File: config.mk
export PLATFORM = sky130hd
export DESIGN_NAME = aes_sbox_arbiter
export DESIGN_NICKNAME = d
export VERILOG_FILES = /design/src/rtl/aes_sbox_arbiter.sv
export SDC_FILE = /design/constraint.sdc
export NUM_CORES = 1
export LEC_CHECK = 0
export CORE_ASPECT_RATIO = 1.2
export CORE_MARGIN = 4
export CORE_UTILIZATION = 43
export DETAILED_ROUTE_END_ITERATION = 8
export PLACE_DENSITY_LB_ADDON = 0.05
export SLEW_MARGIN = 30
export SYNTH_ARGS = -nofsm -noshare
export SYNTH_HDL_FRONTEND = slang
export SYNTH_SLANG_ARGS = --single-unit
File: constraint.sdc
create_clock -name ClkxCI -period 3.26 [get_ports ClkxCI]
set_clock_uncertainty 0.1 [all_clocks]
set_input_delay 0.652 -clock ClkxCI [delete_from_list [all_inputs] [get_ports ClkxCI]]
set_output_delay 0.652 -clock ClkxCI [all_outputs]
set_load 0.01 [all_outputs]
File: src/rtl/aes_sbox_arbiter.sv
// aes_sbox_arbiter
//   Two-port round-robin front end for one shared masked, pipelined AES S-box.
//   Port 0 is the key schedule, port 1 is the round-state datapath. At most one
//   byte is issued per cycle, always paired with one fresh-randomness word.
//   A valid/id/tag shift register runs alongside the S-box pipeline, so each
//   result goes back to its requester in issue order.
//
//   Build option: AES_SBOX_ARB_IDLE_CLEAR_EN
//     defined   - SboxXxDO/SboxRndxDO load zeros on every idle or flush cycle
//     undefined - SboxXxDO/SboxRndxDO hold the last issued byte/randomness
module aes_sbox_arbiter #(
    parameter int SHARES   = 2,
    parameter int SBOX_LAT = 5,
    parameter int TAG_W    = 4,
    parameter int RND_W    = 18
) (
    input  logic                  ClkxCI,
    input  logic                  RstxRI,
    input  logic                  FlushxSI,
    input  logic                  Req0ValidxSI,
    output logic                  Req0ReadyxSO,
    input  logic [8*SHARES-1:0]   Req0XxDI,
    input  logic [TAG_W-1:0]      Req0TagxDI,
    input  logic                  Req1ValidxSI,
    output logic                  Req1ReadyxSO,
    input  logic [8*SHARES-1:0]   Req1XxDI,
    input  logic [TAG_W-1:0]      Req1TagxDI,
    input  logic                  RndValidxSI,
    output logic                  RndReadyxSO,
    input  logic [RND_W-1:0]      RndxDI,
    output logic [8*SHARES-1:0]   SboxXxDO,
    output logic [RND_W-1:0]      SboxRndxDO,
    input  logic [8*SHARES-1:0]   SboxQxDI,
    output logic                  Resp0ValidxSO,
    output logic                  Resp1ValidxSO,
    output logic [8*SHARES-1:0]   RespQxDO,
    output logic [TAG_W-1:0]      RespTagxDO,
    output logic                  BusyxSO
);

    localparam int DW    = 8*SHARES;
    localparam int CNT_W = $clog2(SBOX_LAT+3);

`ifdef AES_SBOX_ARB_IDLE_CLEAR_EN
    localparam bit IDLE_CLEAR = 1'b1;
`else
    localparam bit IDLE_CLEAR = 1'b0;
`endif

    // One tracking entry per S-box pipeline slot: who asked, and under which tag.
    typedef struct packed {
        logic             id;
        logic [TAG_W-1:0] tag;
    } trkEntry_t;

    logic                 lastGntxDP;
    logic                 issue;
    logic                 gntSel;
    logic [DW-1:0]        issX;
    trkEntry_t            issEntry;
    logic                 respAny;
    logic [CNT_W-1:0]     cntxDP;

    // Valid bits and entries of the tracking pipe; index SBOX_LAT is the tail,
    // which lines up with the S-box output for the same byte.
    logic      [SBOX_LAT:0] trkVldxDP;
    trkEntry_t [SBOX_LAT:0] trkxDP;

    // Arbitration: round-robin on contention, issue only with fresh randomness.
    always_comb begin
        issue        = RndValidxSI & ~FlushxSI & ~RstxRI & (Req0ValidxSI | Req1ValidxSI);
        gntSel       = (Req0ValidxSI & Req1ValidxSI) ? ~lastGntxDP : Req1ValidxSI;
        Req0ReadyxSO = issue & ~gntSel;
        Req1ReadyxSO = issue &  gntSel;
        RndReadyxSO  = issue;
        issX         = gntSel ? Req1XxDI : Req0XxDI;
        issEntry.id  = gntSel;
        issEntry.tag = gntSel ? Req1TagxDI : Req0TagxDI;
    end

    // S-box input register and round-robin pointer; the pointer moves only on issue.
    always_ff @(posedge ClkxCI) begin
        if (RstxRI) begin
            SboxXxDO   <= '0;
            SboxRndxDO <= '0;
            lastGntxDP <= 1'b1;
        end else if (issue) begin
            SboxXxDO   <= issX;
            SboxRndxDO <= RndxDI;
            lastGntxDP <= gntSel;
        end else if (IDLE_CLEAR) begin
            SboxXxDO   <= '0;
            SboxRndxDO <= '0;
        end
    end

    // Tracking pipe: valids cleared on flush so stale S-box contents never respond.
    always_ff @(posedge ClkxCI) begin
        if (RstxRI || FlushxSI) begin
            trkVldxDP <= '0;
        end else begin
            trkVldxDP <= {trkVldxDP[SBOX_LAT-1:0], issue};
        end
    end

    // Tracking entries follow their valids; content only matters where valid is set.
    always_ff @(posedge ClkxCI) begin
        if (RstxRI) begin
            trkxDP <= '0;
        end else begin
            trkxDP <= {trkxDP[SBOX_LAT-1:0], issEntry};
        end
    end

    // Response register: capture the S-box output when a tracked byte reaches the tail.
    always_ff @(posedge ClkxCI) begin
        if (RstxRI) begin
            Resp0ValidxSO <= 1'b0;
            Resp1ValidxSO <= 1'b0;
            RespQxDO      <= '0;
            RespTagxDO    <= '0;
        end else if (FlushxSI) begin
            Resp0ValidxSO <= 1'b0;
            Resp1ValidxSO <= 1'b0;
        end else begin
            Resp0ValidxSO <= trkVldxDP[SBOX_LAT] & ~trkxDP[SBOX_LAT].id;
            Resp1ValidxSO <= trkVldxDP[SBOX_LAT] &  trkxDP[SBOX_LAT].id;
            if (trkVldxDP[SBOX_LAT]) begin
                RespQxDO   <= SboxQxDI;
                RespTagxDO <= trkxDP[SBOX_LAT].tag;
            end
        end
    end

    assign respAny = Resp0ValidxSO | Resp1ValidxSO;

    // In-flight counter: a byte counts from the S-box input register up to and
    // including the cycle its response pulse is visible.
    always_ff @(posedge ClkxCI) begin
        if (RstxRI || FlushxSI) begin
            cntxDP <= '0;
        end else begin
            case ({issue, respAny})
                2'b10:   cntxDP <= cntxDP + CNT_W'(1);
                2'b01:   cntxDP <= cntxDP - CNT_W'(1);
                default: cntxDP <= cntxDP;
            endcase
        end
    end

    assign BusyxSO = (cntxDP != '0);

endmodule

Word-level counts from Yosys, hierarchy flattened
Index checks and enable logic that the tools add are counted.

storage, ports and cells
  memories kept = 0
  bits in latches = 0
  register bits after elaboration = 96
  ROM bits = 0
  input port bits = 80
  memory bits (writable) = 0

cells by class
  multipliers = 0
  eq/ne operators = 2
  mux-type cells = 4
  divide/modulo/power cells = 0
  bitwise logic cells = 15
  shifts and indexed selects = 0
  add/subtract/negate cells = 2
  magnitude comparators = 0
  reductions and logical operators = 5

operators with widths
  cell                   number
  $mux W16               1
  $and A1 B1 Y1          8
  $pmux W3 S2            1
  $not A1 Y1             5
  $mux W4                1
  $add A3 B1 Y3 const B  1
  $reduce_bool A3 Y1     1
  $sub A3 B1 Y3 const B  1
  $eq A2 B1 Y1 const B   1
  $eq A2 B2 Y1 const B   1
  $or A1 B1 Y1           2
  $reduce_and A2 Y1      1
  $reduce_bool A2 Y1     1
  $reduce_or A2 Y1       1
  $logic_or A1 B1 Y1     1
  $mux W1                1

Logic depth before layout (Yosys ltp)
  depth in word-level cells = 6
  gate-level depth with buffers = 10

Least setup slack after synthesis
No wires, ideal clock.

  kind = input-to-reg
  from = in Req1ValidxSI
  to = reg cntxDP[2]
  setup time = 0.076 ns
  stages = 10
  path slack = 0.634 ns
  path buffers = 2
  data arrival time = 2.451 ns
  cell sequence = or2_1 -> buf_4 -> nand3b_4 -> buf_6 -> ha_1 -> inv_1 -> fa_1 -> xor2_1 -> or3_1 -> a21boi_0

on the way
  longest elaborated chain between the ends = 4
  elaborated cells on any way between the ends = 6
  classes of those cells = eq/ne (2); mux (1); bitwise (2); reduce/logical (1)

ends and longest elaborated chain
  what                                                      line  RTL
  start: declaration                                        24    input logic Req1ValidxSI,
  $or A1 B1 Y1 *                                            71    issue = RndValidxSI & ~FlushxSI & ~RstxRI & (Req0ValidxSI | Req1ValidxSI);
  $and A1 B1 Y1 *                                           71
  $eq A2 B1 Y1 / $eq A2 B2 Y1 (equally long branches)       143   case ({issue, respAny})
  $pmux W3 S2 / $reduce_bool A2 Y1 (equally long branches)  -
  end signal: assignment                                    144   2'b10: cntxDP <= cntxDP + CNT_W'(1);
  end signal: assignment                                    145   2'b01: cntxDP <= cntxDP - CNT_W'(1);
  end signal: assignment                                    146   default: cntxDP <= cntxDP;
  end: declaration                                          62    logic [CNT_W-1:0] cntxDP;

Every way passes the cells marked *; elsewhere a longest branch is shown, timed or not.
A chain may end at the register's enable or synchronous reset.

Worst setup path in the final report
  from = in FlushxSI
  to = out Req0ReadyxSO

on the way
  longest elaborated chain between the ends = 5

ends and longest elaborated chain
  what                         line  RTL
  start: declaration           19    input logic FlushxSI,
  $not A1 Y1 (no line)         -
  $and A1 B1 Y1 (3 in series)  71
  $and A1 B1 Y1                73    Req0ReadyxSO = issue & ~gntSel;
  end: declaration             21    output logic Req0ReadyxSO,

Every way passes these cells.

==> results.ini <==
[placed_design]
gp_congestion=0.744
placed_cell_area_um2=4960
place_hpwl_mm=5.83
portBuffers=139

[floorplanning]
initial_utilization_pct=45.0
dieWidth_um=90.7
ios=140
die_h_um=107
die_area_um2=9720
core-area_um2=7840
placementRows=35

[routing]
first_pass_iters=4
drt-total-wl_mm=8.34
drt-initial-drc-count=95
dr_total_vias=2902
wl_per_cell_um=14.1
via_per_inst=4.90
ant_nets=0
drc_errors=0

[worst_setup_path]
worstPathCellList=clkdlybuf4s50_1 > nor2b_1 > nand3b_4 > nor2_1 > clkdlybuf4s50_1
critPathRequiredTime_ns=2.51
path_common_cell=clkdlybuf4s50_1
worstSetupEndpointType=output port
crit_type=input port to output port
rr_worst_depth=7
max_stage_delay_ns=0.55
slowest_stage=clkdlybuf4s50_1
path_max_fanout=5
path_depth=5
critical_path_buf_inv_count=2
crit_family=buffers and inverters
critPathLaunchType=input port
worstPathArrival_ns=2.23

[pwr]
pwr-share-comb_pct=12.5
pwr-share-clk_pct=33.3
p_seq_share_pct=54.2
power.switching_uw=555
powerDensity_nw_per_um2=437
p_leak_nw=1.94
p_sw_share_pct=24.6
internal_power_mw=1.70
totalPowerFinal_mw=2.26
vdd_drop_max_v=0.000273

[timing]
min_period_over_period_pct=91.3
fin_setup_tns_ns=0
slew_violations=0
worstMarginPinSlew_ns=0.808
slew_headroom_pct=46.1
period_minus_slack_ns=2.98
rsz0062_at_grt=false
timing.fmax_ghz=0.336
final-hold-violation-count=0
setup_viol=0

[logic_synthesis]
synth_cells=360
ys_seq_elements=96
async_flop_share_pct=0
synth_edf_count=0
yosysSeqAreaShare_pct=54.5
synth_top_area_share_pct=54.5
ys.flop_type=dfxtp_1
synth.most_common_cell=dfxtp_1
synth_nets=442
synthTopCellsByArea=dfxtp_1 (54%), nor2b_1 (8.0%), mux2_4 (6.8%), a21oi_1 (5.8%), nor3_1 (5.1%)
yosys.area.top_type=dfxtp_1
netlist_area_um2=3530
synth_cell_types=32
synth.top_cells.by_count=dfxtp_1 (96), nand2_1 (48), nor2b_1 (45)
synth-warning-count=0
avgSynthCellArea_um2=9.80

[global_route]
grt_pass1_vias=2785
grtUsageTotal_pct=16.7
overflow=0
grt_max_degree=63
antenna_found_initial=0
grt_first_pass_wirelength_mm=13.2

[finish]
finish.instance_area_um2=5160
final_net_count=577
drive_gt1_share_pct=10.2
area_growth_pct=46.2
diodes=0

[clock_network]
cts_resized=0
cts-root-buf=clkbuf_8
hold_buffers=0
h-tree-depth=3
clk_latency_ns=0.35
cts_sinks=96
cts_inserted_buffers=9
cts_tree=done
cts_setup_buffers=0
clk_path_buf_depth=2
cts.clk_slew.worst_paths_ns=0.10

[job]
drv_cap=0

[run_status]
status=finished, final reports clean

[worst_hold_path]
min_path_type=flop to flop
holdPathStages=1

==> power groups by stage <==
stage	clock network [mW]	registers (mW)	logic, mW
after floorplan	0	1.26	0.104
after global placement	0	1.25	0.280
after detailed placement	0	1.25	0.283
after CTS	0.777	1.22	0.284
after global routing	0.827	1.23	0.302
final	0.752	1.22	0.281
==> worst paths after layout <==
path                   endpoint          start  slack [ns]
setup / recovery   Req0ReadyxSO       FlushxSI        0.28
hold reg to reg   Resp0ValidxSO     trkxDP[29]        0.33
hold / removal    Resp0ValidxSO     trkxDP[29]        0.33
setup reg to reg      cntxDP[2]  Resp0ValidxSO        1.38
==> registers in the layout (all words and copies together) (netlist names) <==
name	cells
lastGntxDP	1
SboxRndxDO	18
Resp1ValidxSO	1
trkxDP	30
cntxDP	3
RespQxDO	16
Resp0ValidxSO	1
SboxXxDO	16
trkVldxDP	6
RespTagxDO	4
==> cell usage in the layout, fill, tap and decap left out, types with 2 or more instances in the layout <==
master | netlist | routed
a21boi_0 | 2 | 2
a21oi_1 | 41 | 41
and2_1 | 5 | 5
buf_4 | 6 | 12
clkbuf_8 | 0 | 10
clkdlybuf4s50_1 | 0 | 138
dfxtp_1 | 96 | 96
inv_1 | 5 | 5
inv_6 | 0 | 2
inv_8 | 0 | 2
mux2_2 | 2 | 2
mux2_4 | 16 | 16
nand2_1 | 48 | 48
nor2_1 | 4 | 4
nor2b_1 | 45 | 45
nor3_1 | 36 | 36
nor4_1 | 16 | 16
or3_1 | 2 | 2
xor2_1 | 2 | 2
==> worst register-to-register path, stage by stage, from the launching register on <==
cell and delay (ns):
dfxtp_1 0.36, or2_2 0.12, ha_1 0.16, inv_1 0.06, fa_1 0.37, xor2_1 0.17, or3_1 0.30, a21boi_0 0.16
==> metal layers <==
metal / vias up / GRT usage (%) / routed length [µm]
li1: 1474 / - / -
met3: 16 / 4.49 / 604
met5: - / 0 / 0
met1: 1312 / 19.9 / 3630
met4: 0 / 7.33 / 191
met2: 100 / 28.2 / 3920
==> kinds of logic after synthesis <==
logic type / share of synthesized area (%)
AOI/OAI and AO/OA: 6.95
xor gates and xnor gates: 0.497
adders and majority gates: 0.922
buffers and inverters: 4.93
DFF: 54.5
muxes: 7.45
and+or+nand+nor: 24.8
==> stage by stage <==
stage / hold slack (ns) / setup slack, ns / instances / utilization (%)
after floorplan: 0.292 / 0.634 / 360 / -
after global placement: 0.304 / 0.281 / 576 / 63.3
after detailed placement: 0.314 / 0.264 / 576 / 63.3
after CTS: 0.327 / 0.257 / 592 / 65.8
after global routing: 0.344 / 0.164 / 592 / 65.8
final: 0.326 / 0.283 / 592 / 65.8
==> final cells by class <==
type | count | area [µm²]
Inverter | 5 | 18.8
Fill cell | 669 | 2680
Timing Repair Buffer | 151 | 1480
Clock inverter | 6 | 56.3
Clock buffer | 10 | 138
Multi-Input combinational cell | 232 | 1430
Tap cell | 92 | 115
Sequential cell | 96 | 1920
Power figures use the tool's default switching activity.
